[src/rtl/seq_multiplier.sv]
// -----------------------------------------------------------------------------
// seq_multiplier
//
// Shift-add sequential multiplier. Two WIDTH-bit operands are multiplied over
// exactly WIDTH clock cycles into a 2*WIDTH-bit product. The product register
// only changes when an operation completes (or on reset), so a downstream
// seven-segment display never sees a partial sum.
//
// Ports:
//   clk      in   1        system clock, all state updates on the rising edge
//   rst      in   1        asynchronous reset, active-high
//   start    in   1        request a multiply; only looked at while IDLE
//   a        in   WIDTH    multiplicand, captured when start is accepted
//   b        in   WIDTH    multiplier, captured when start is accepted
//   busy     out  1        high while the RUN state is computing
//   done     out  1        one-cycle pulse in the cycle after product updates
//   product  out  2*WIDTH  last completed result
//
// Handshake: start is accepted on any rising edge where the block is IDLE
// (busy=0) and start=1, including the single cycle in which done is high, so
// back-to-back operations need no gap. While busy=1, start, a and b are
// ignored and nothing is queued. done rises on the edge that writes product
// and falls on the following edge.
//
// Optional feature, controlled by macro SEQ_MULT_SIGNED_EN:
//   defined   - a and b are two's complement; magnitudes are multiplied and
//               the result is negated at completion when the operand signs
//               differ. Latency is unchanged.
//   undefined - unsigned multiply only; no sign logic is built.
// -----------------------------------------------------------------------------
module seq_multiplier #(
    parameter int WIDTH = 8
) (
    input  logic                 clk,
    input  logic                 rst,
    input  logic                 start,
    input  logic [WIDTH-1:0]     a,
    input  logic [WIDTH-1:0]     b,
    output logic                 busy,
    output logic                 done,
    output logic [2*WIDTH-1:0]   product
);

    // The counter must be able to hold WIDTH itself (its value after the last
    // RUN edge), hence one bit more than clog2(WIDTH).
    localparam int             CW   = $clog2(WIDTH) + 1;
    localparam logic [CW-1:0]  LAST = CW'(WIDTH - 1);

    typedef enum logic {
        IDLE = 1'b0,
        RUN  = 1'b1
    } state_t;

    state_t                 state_q,   state_d;
    logic [2*WIDTH-1:0]     mcand_q,   mcand_d;
    logic [WIDTH-1:0]       mplier_q,  mplier_d;
    logic [2*WIDTH-1:0]     acc_q,     acc_d;
    logic [CW-1:0]          cnt_q,     cnt_d;
    logic [2*WIDTH-1:0]     product_q, product_d;
    logic                   done_q,    done_d;

    // Operand magnitudes as captured on accept, and the accumulator value
    // including this cycle's conditional add.
    logic [WIDTH-1:0]       a_mag;
    logic [WIDTH-1:0]       b_mag;
    logic [2*WIDTH-1:0]     acc_sum;
    logic [2*WIDTH-1:0]     result;

`ifdef SEQ_MULT_SIGNED_EN
    logic                   sign_q, sign_d;
    logic                   sign_in;

    // Magnitude of a two's complement value. The most negative input (e.g.
    // 8'h80) negates to itself, whose unsigned reading is exactly its
    // magnitude, so WIDTH bits are enough.
    always_comb begin
        a_mag   = a[WIDTH-1] ? (~a + 1'b1) : a;
        b_mag   = b[WIDTH-1] ? (~b + 1'b1) : b;
        sign_in = a[WIDTH-1] ^ b[WIDTH-1];
    end

    always_comb begin
        result = sign_q ? (~acc_sum + 1'b1) : acc_sum;
    end
`else
    always_comb begin
        a_mag = a;
        b_mag = b;
    end

    always_comb begin
        result = acc_sum;
    end
`endif

    // Add the shifted multiplicand when the current multiplier LSB is set.
    // The sum of WIDTH-bit magnitudes fits in 2*WIDTH bits, so no carry out.
    always_comb begin
        acc_sum = mplier_q[0] ? (acc_q + mcand_q) : acc_q;
    end

    // -------------------------------------------------------------------------
    // Next-state and datapath logic
    // -------------------------------------------------------------------------
    always_comb begin
        state_d   = state_q;
        mcand_d   = mcand_q;
        mplier_d  = mplier_q;
        acc_d     = acc_q;
        cnt_d     = cnt_q;
        product_d = product_q;
        done_d    = 1'b0;
`ifdef SEQ_MULT_SIGNED_EN
        sign_d    = sign_q;
`endif

        case (state_q)
            IDLE: begin
                if (start) begin
                    mcand_d  = {{WIDTH{1'b0}}, a_mag};
                    mplier_d = b_mag;
                    acc_d    = '0;
                    cnt_d    = '0;
                    state_d  = RUN;
`ifdef SEQ_MULT_SIGNED_EN
                    sign_d   = sign_in;
`endif
                end
            end

            RUN: begin
                acc_d    = acc_sum;
                mcand_d  = mcand_q << 1;
                mplier_d = mplier_q >> 1;
                cnt_d    = cnt_q + 1'b1;
                // Fixed iteration count: a zero multiplier does not end early,
                // so latency never depends on the data.
                if (cnt_q == LAST) begin
                    product_d = result;
                    done_d    = 1'b1;
                    state_d   = IDLE;
                end
            end

            default: begin
                state_d = IDLE;
            end
        endcase
    end

    // -------------------------------------------------------------------------
    // State registers
    // -------------------------------------------------------------------------
    always_ff @(posedge clk or posedge rst) begin
        if (rst) begin
            state_q   <= IDLE;
            mcand_q   <= '0;
            mplier_q  <= '0;
            acc_q     <= '0;
            cnt_q     <= '0;
            product_q <= '0;
            done_q    <= 1'b0;
        end else begin
            state_q   <= state_d;
            mcand_q   <= mcand_d;
            mplier_q  <= mplier_d;
            acc_q     <= acc_d;
            cnt_q     <= cnt_d;
            product_q <= product_d;
            done_q    <= done_d;
        end
    end

`ifdef SEQ_MULT_SIGNED_EN
    always_ff @(posedge clk or posedge rst) begin
        if (rst) begin
            sign_q <= 1'b0;
        end else begin
            sign_q <= sign_d;
        end
    end
`endif

    // -------------------------------------------------------------------------
    // Outputs
    // -------------------------------------------------------------------------
    assign busy    = (state_q == RUN);
    assign done    = done_q;
    assign product = product_q;

endmodule

[config.mk]
export PLATFORM = sky130hd
export DESIGN_NAME = seq_multiplier
export DESIGN_NICKNAME = d
export VERILOG_FILES = /design/src/rtl/seq_multiplier.sv
export SDC_FILE = /design/constraint.sdc
export NUM_CORES = 1
export LEC_CHECK = 0
export CAP_MARGIN = 20
export CORE_MARGIN = 5
export CORE_UTILIZATION = 35
export CTS_CLUSTER_DIAMETER = 50
export CTS_CLUSTER_SIZE = 10
export DETAILED_ROUTE_END_ITERATION = 10
export GPL_TIMING_DRIVEN = 0
export SLEW_MARGIN = 25
export SYNTH_ARGS = -nofsm -noshare
export SYNTH_HDL_FRONTEND = slang
export SYNTH_SLANG_ARGS = --single-unit
[constraint.sdc]
create_clock -name clk -period 4.7 [get_ports clk]
set_clock_uncertainty 0.1 [all_clocks]
set_input_delay 1.41 -clock clk [delete_from_list [all_inputs] [get_ports clk]]
set_output_delay 1.41 -clock clk [all_outputs]
set_load 0.1 [all_outputs]
[Yosys cells after proc, flatten, opt, wreduce, memory -nomap -nowiden]
Index checks and enable logic that the tools add are counted.
Word-level totals
  register bits after elaboration: 62
  input port bits: 19
  output and inout port bits: 18
  word-level logic and storage cells: 27
Operators by class
  $add $sub $neg: 2
  equality and inequality tests: 2
  mux-type cells: 14
  bitwise gates (word level): 1
  reduce and logical (&&, ||, !) cells: 1
Operators with widths (number)
  case mux 16 bit (2 select lines): 2
  two-way mux 16 bit: 3
  adder 16 bit: 1
  case mux 8 bit (2 select lines): 1
  two-way mux 8 bit: 1
  case mux 4 bit (2 select lines): 1
  adder 4 x 1 -> 4 bit (second input constant): 1
  == test 4 x 3 -> 1 bit (second input constant): 1
  two-way mux 1 bit: 4
  two-way mux 4 bit: 1
  inequality test 2 bit (second input constant): 1
  case mux 1 bit (2 select lines): 1
  AND reduction 2 bit: 1
  NOT 1 bit: 1

[Logic depth before layout (Yosys ltp)]
Gate-level depths: netlist (run 1).
  depth after elaboration: 3
  gate-level depth with buffers: 8
  gate-level depth less buffers: 8

[Worst setup path before layout (run 1)]
Ideal clock, no wire load.
  path type: input port to flip-flop
  start: input port start
  end: register acc_q[0]
  setup time: 0.122 ns
  data arrival time: 2.341 ns
  data required time: 4.478 ns
  slack: 2.137 ns
  stages: 3
  path buffers: 1
  cells stage by stage: buf_1 > a21oi_1 > a32o_1
On the way
  cells in the longest elaborated chain, start to end: 1
Ends and longest elaborated chain
  start, declared: line 36  | input logic start,
  inequality test 2 bit (no source line)
  end signal, assigned: line 159  | acc_q <= '0;
  end signal, assigned: line 167  | acc_q <= acc_d;
  end, declared: line 57  | logic [2*WIDTH-1:0] acc_q, acc_d;
No other way between the ends.
A chain may end at the register's enable or synchronous reset.

[Worst setup path in the final report (run 1)]
  start: register product_q[3], in the netlist product[3]
  end: output port product[3]
RTL lines
  start, declared: line 59  | logic [2*WIDTH-1:0] product_q, product_d;
  start signal, assigned: line 169  | product_q <= product_d;
  end, declared: line 41  | output logic [2*WIDTH-1:0] product
No word-level cell between the ends.

==> summary.md, run 1 <==
| Metric | Value |
|---|---|
| Clock transition at the registers of the reported paths | `0.07 ns` |
| Layout cells sized above 1 | `6.27%` |
| TritonCTS clock tree | `done` |
| CTS Hold Bufs | `0` |
| Finish-stage setup viols | `0` |
| Diode count | `0` |
| Overall die width | `109 um` |
| Power Density | `697 nW/um^2` |
| WP buf/inv | `1` |
| Layout Utilization | `42.9%` |
| Register Area | `1550 um^2` |
| Setup TNS | `0 ns` |
| Slowest CP cell | `clkdlybuf4s50_1` |
| Post-synth cell types | `50` |
| Cts bufs inserted | `9` |
| Slew @ Worst Pin | `0.974 ns` |
| Antenna Violating Nets Remaining | `0` |
| Total track usage | `15.5%` |
| Fill cells | `974` |
| Htree depth | `3` |
| Dominant synthesized flop cell | `dfrtp_1` |
| Kind of critical path | `register to output pin` |
| Final hold vios | `0` |
| RSZ-0062 raised after global routing | `false` |
| Status | `finished, final reports clean` |
| P&R area growth vs syn | `21.4%` |
| Yosys warns | `0` |
| CP delay by family, top | `buffers and inverters` |
| Io pins | `37` |
| Area of the multi-input gates | `1750 um^2` |
| Via/cell ratio | `5.09` |
| First-pass GRT wire length | `14200 um` |
| Hold Crit Class | `register to register` |
| Routability congestion estimate | `0.849` |
| Critical Path Source Type | `register` |
| # port buffers | `36` |
| WL/cell | `15.2 um` |
| Max_slew headroom | `34.9%` |
| Number of synthesized flops with an enable pin | `0` |
| Largest net degree at the start of global routing | `36` |
| Flops & latches, synth | `62` |
| Initial DRT Pass Iterations | `4` |
| HPWL after DPL | `6270 um` |
| Vias in the first global route | `2768` |
| Worst-skew pair later-pin latency | `0.35 ns` |
| Die H | `109 um` |
| Post-synth ARST share | `100%` |
| Mapped Cells | `363` |
| Root cell of the clock tree | `clkbuf_8` |
| Fmax achieved | `298 MHz` |
| Min Tclk post-route | `3.36 ns` |
| DR iter-0 viols | `121` |
| Final worst path period share | `71.5%` |
| Mapped Nets | `399` |
| Setup crit end kind | `output pin` |
| Initial antenna violation count | `0` |
| DRC Markers | `0` |
| Synthesized area | `3400 um^2` |
| Site row count | `36` |
| Leak | `0.00181 uW` |
| Sequential share of the synthesized area | `45.6%` |
| Starting Density | `35.3%` |
| Syn Area/Cell | `9.38 um^2` |
| Clock sink count | `62` |
| Max-cap viol count | `0` |
| Final Net Count | `447` |
| Final Slew Violations | `0` |
| Clock Path Buffers | `2` |
| Via count | `2790` |
| Area of the core | `9640 um^2` |
| GRT overflow | `0` |
| Die footprint | `11800 um^2` |
| Crit path DAT | `1.85 ns` |
| Critical-path cell list | `clkdlybuf4s50_1` |
| Post-CTS sizing | `0` |
| Final WL | `8300 um` |
| Crit-path max FO | `2` |
| Peak supply drop | `0.262 mV` |
| Worst path max stage delay | `1.14 ns` |
| Crit path required time | `3.19 ns` |
| Setup Fix Bufs, Post-CTS | `0` |
[worst paths after layout]
check	from	end	slack (ns)	cells after the start
max in group asynchronous	rst	product[15]	2.70	3
min reg2reg	mplier_q[6]	mplier_q[5]	0.38	2
max reg2reg	mcand_q[0]	product[12]	2.15	8
min in group asynchronous	rst	acc_q[5]	1.29	2
min	mplier_q[6]	mplier_q[5]	0.38	2
max	product[3]	product[3]	1.34	1
[sequential cells by signal, indices dropped and copies added (netlist names)]
name and count:
acc_q 16, mcand_q 16, product 16, mplier_q 8, cnt_q 4, busy 1
done 1
[logic make-up (layout without fill, tap and decap cells)]
family / count (synthesis) / count (layout) / synth area share, %
muxes: 25 / 25 / 7.39
and+or+nand+nor: 109 / 109 / 13.9
xor gates and xnor gates: 12 / 12 / 3.09
DFF: 62 / 62 / 45.6
AOI/OAI and AO/OA: 111 / 111 / 20.4
adders and majority gates: 17 / 17 / 6.47
buffers and inverters: 27 / 79 / 3.23
[metrics by stage]
step	area [um^2]	power (uW)	hold slack [ns]	setup WS (ns)	std cells
global route	4130	3080	0.414	1.28	548
floorplan	3400	2070	0.352	1.65	363
global placement	3930	2440	0.368	0.512	532
CTS	4130	2890	0.387	1.32	548
finish	4130	2880	0.382	1.34	548
detailed placement	3950	2460	0.374	1.17	533
[cell type report]
class                      count  share of cell area [%]
sequential                    62                    37.6
tap                          133                    4.03
multi-input combinational    274                    42.3
inverter                       5                   0.515
buffer                        22                    2.21
timing repair buffer          37                    9.21
clock inverter                 4                   0.545
clock buffer                  11                    3.66
[where the power goes]
group          internal [uW]  switching [uW]
Combinational            483            1090
Sequential               729             153
Clock                    214             211
Total                   1430            1450
[routing by layer]
metal	part of all wire (%)	vias up	track usage, %	routed length [um]
li1	-	1389	-	-
met1	48	1332	22.1	4020
met2	46	55	23.4	3790
met3	4.3	14	3.43	360
met4	1.6	0	5.32	129
met5	0	-	0	0
[Yosys cell counts (4+ instances only)]
master    number  area [um^2]
ha_1          16          200
xor2_1         4         35.0
o21ai_0       37          185
clkbuf_1      16         60.1
o21bai_1       4         30.0
inv_1          4         15.0
a21oi_1       16         80.1
dfrtp_1       62         1550
nand3_1        4         20.0
buf_1          4         15.0
a31oi_1        4         25.0
nor2_1        18         67.6
o21ai_1       15         75.1
nor3b_1        6         45.0
a32o_1         4         40.0
mux2i_1       24          240
a21o_1         5         37.5
xnor2_1        8         70.1
nand2_1       68          255
a22o_1         4         35.0
[cell usage in the layout (no fill, tap or decap), drive strengths merged, types with 5 or more instances in the layout]
cell	n
nand2	68
dfrtp	62
o21ai	52
clkdlybuf4s50	36
clkbuf	27
mux2i	24
nor2	19
a21oi	17
ha	16
xnor2	8
buf	7
nor3b	6
a21o	5
inv	5
Note: power is estimated with default switching activity, not from simulation.
==> inputs of run 2 (changes only) <==
- clock period: 4.7 -> 3.3 ns (I/O delays scaled with it)
==> results of run 2 <==
Same layout as run 1 (identical final DEF). Status: finished, final reports clean.
Main changes from that run: setup slack after placement 1.17 ns -> 0.192 ns; setup slack after layout 1.34 ns -> 0.361 ns; register-to-register setup slack 2.15 ns -> 0.75 ns; total power 2880 uW -> 4100 uW; worst IR drop on VDD 0.262 mV -> 0.373 mV
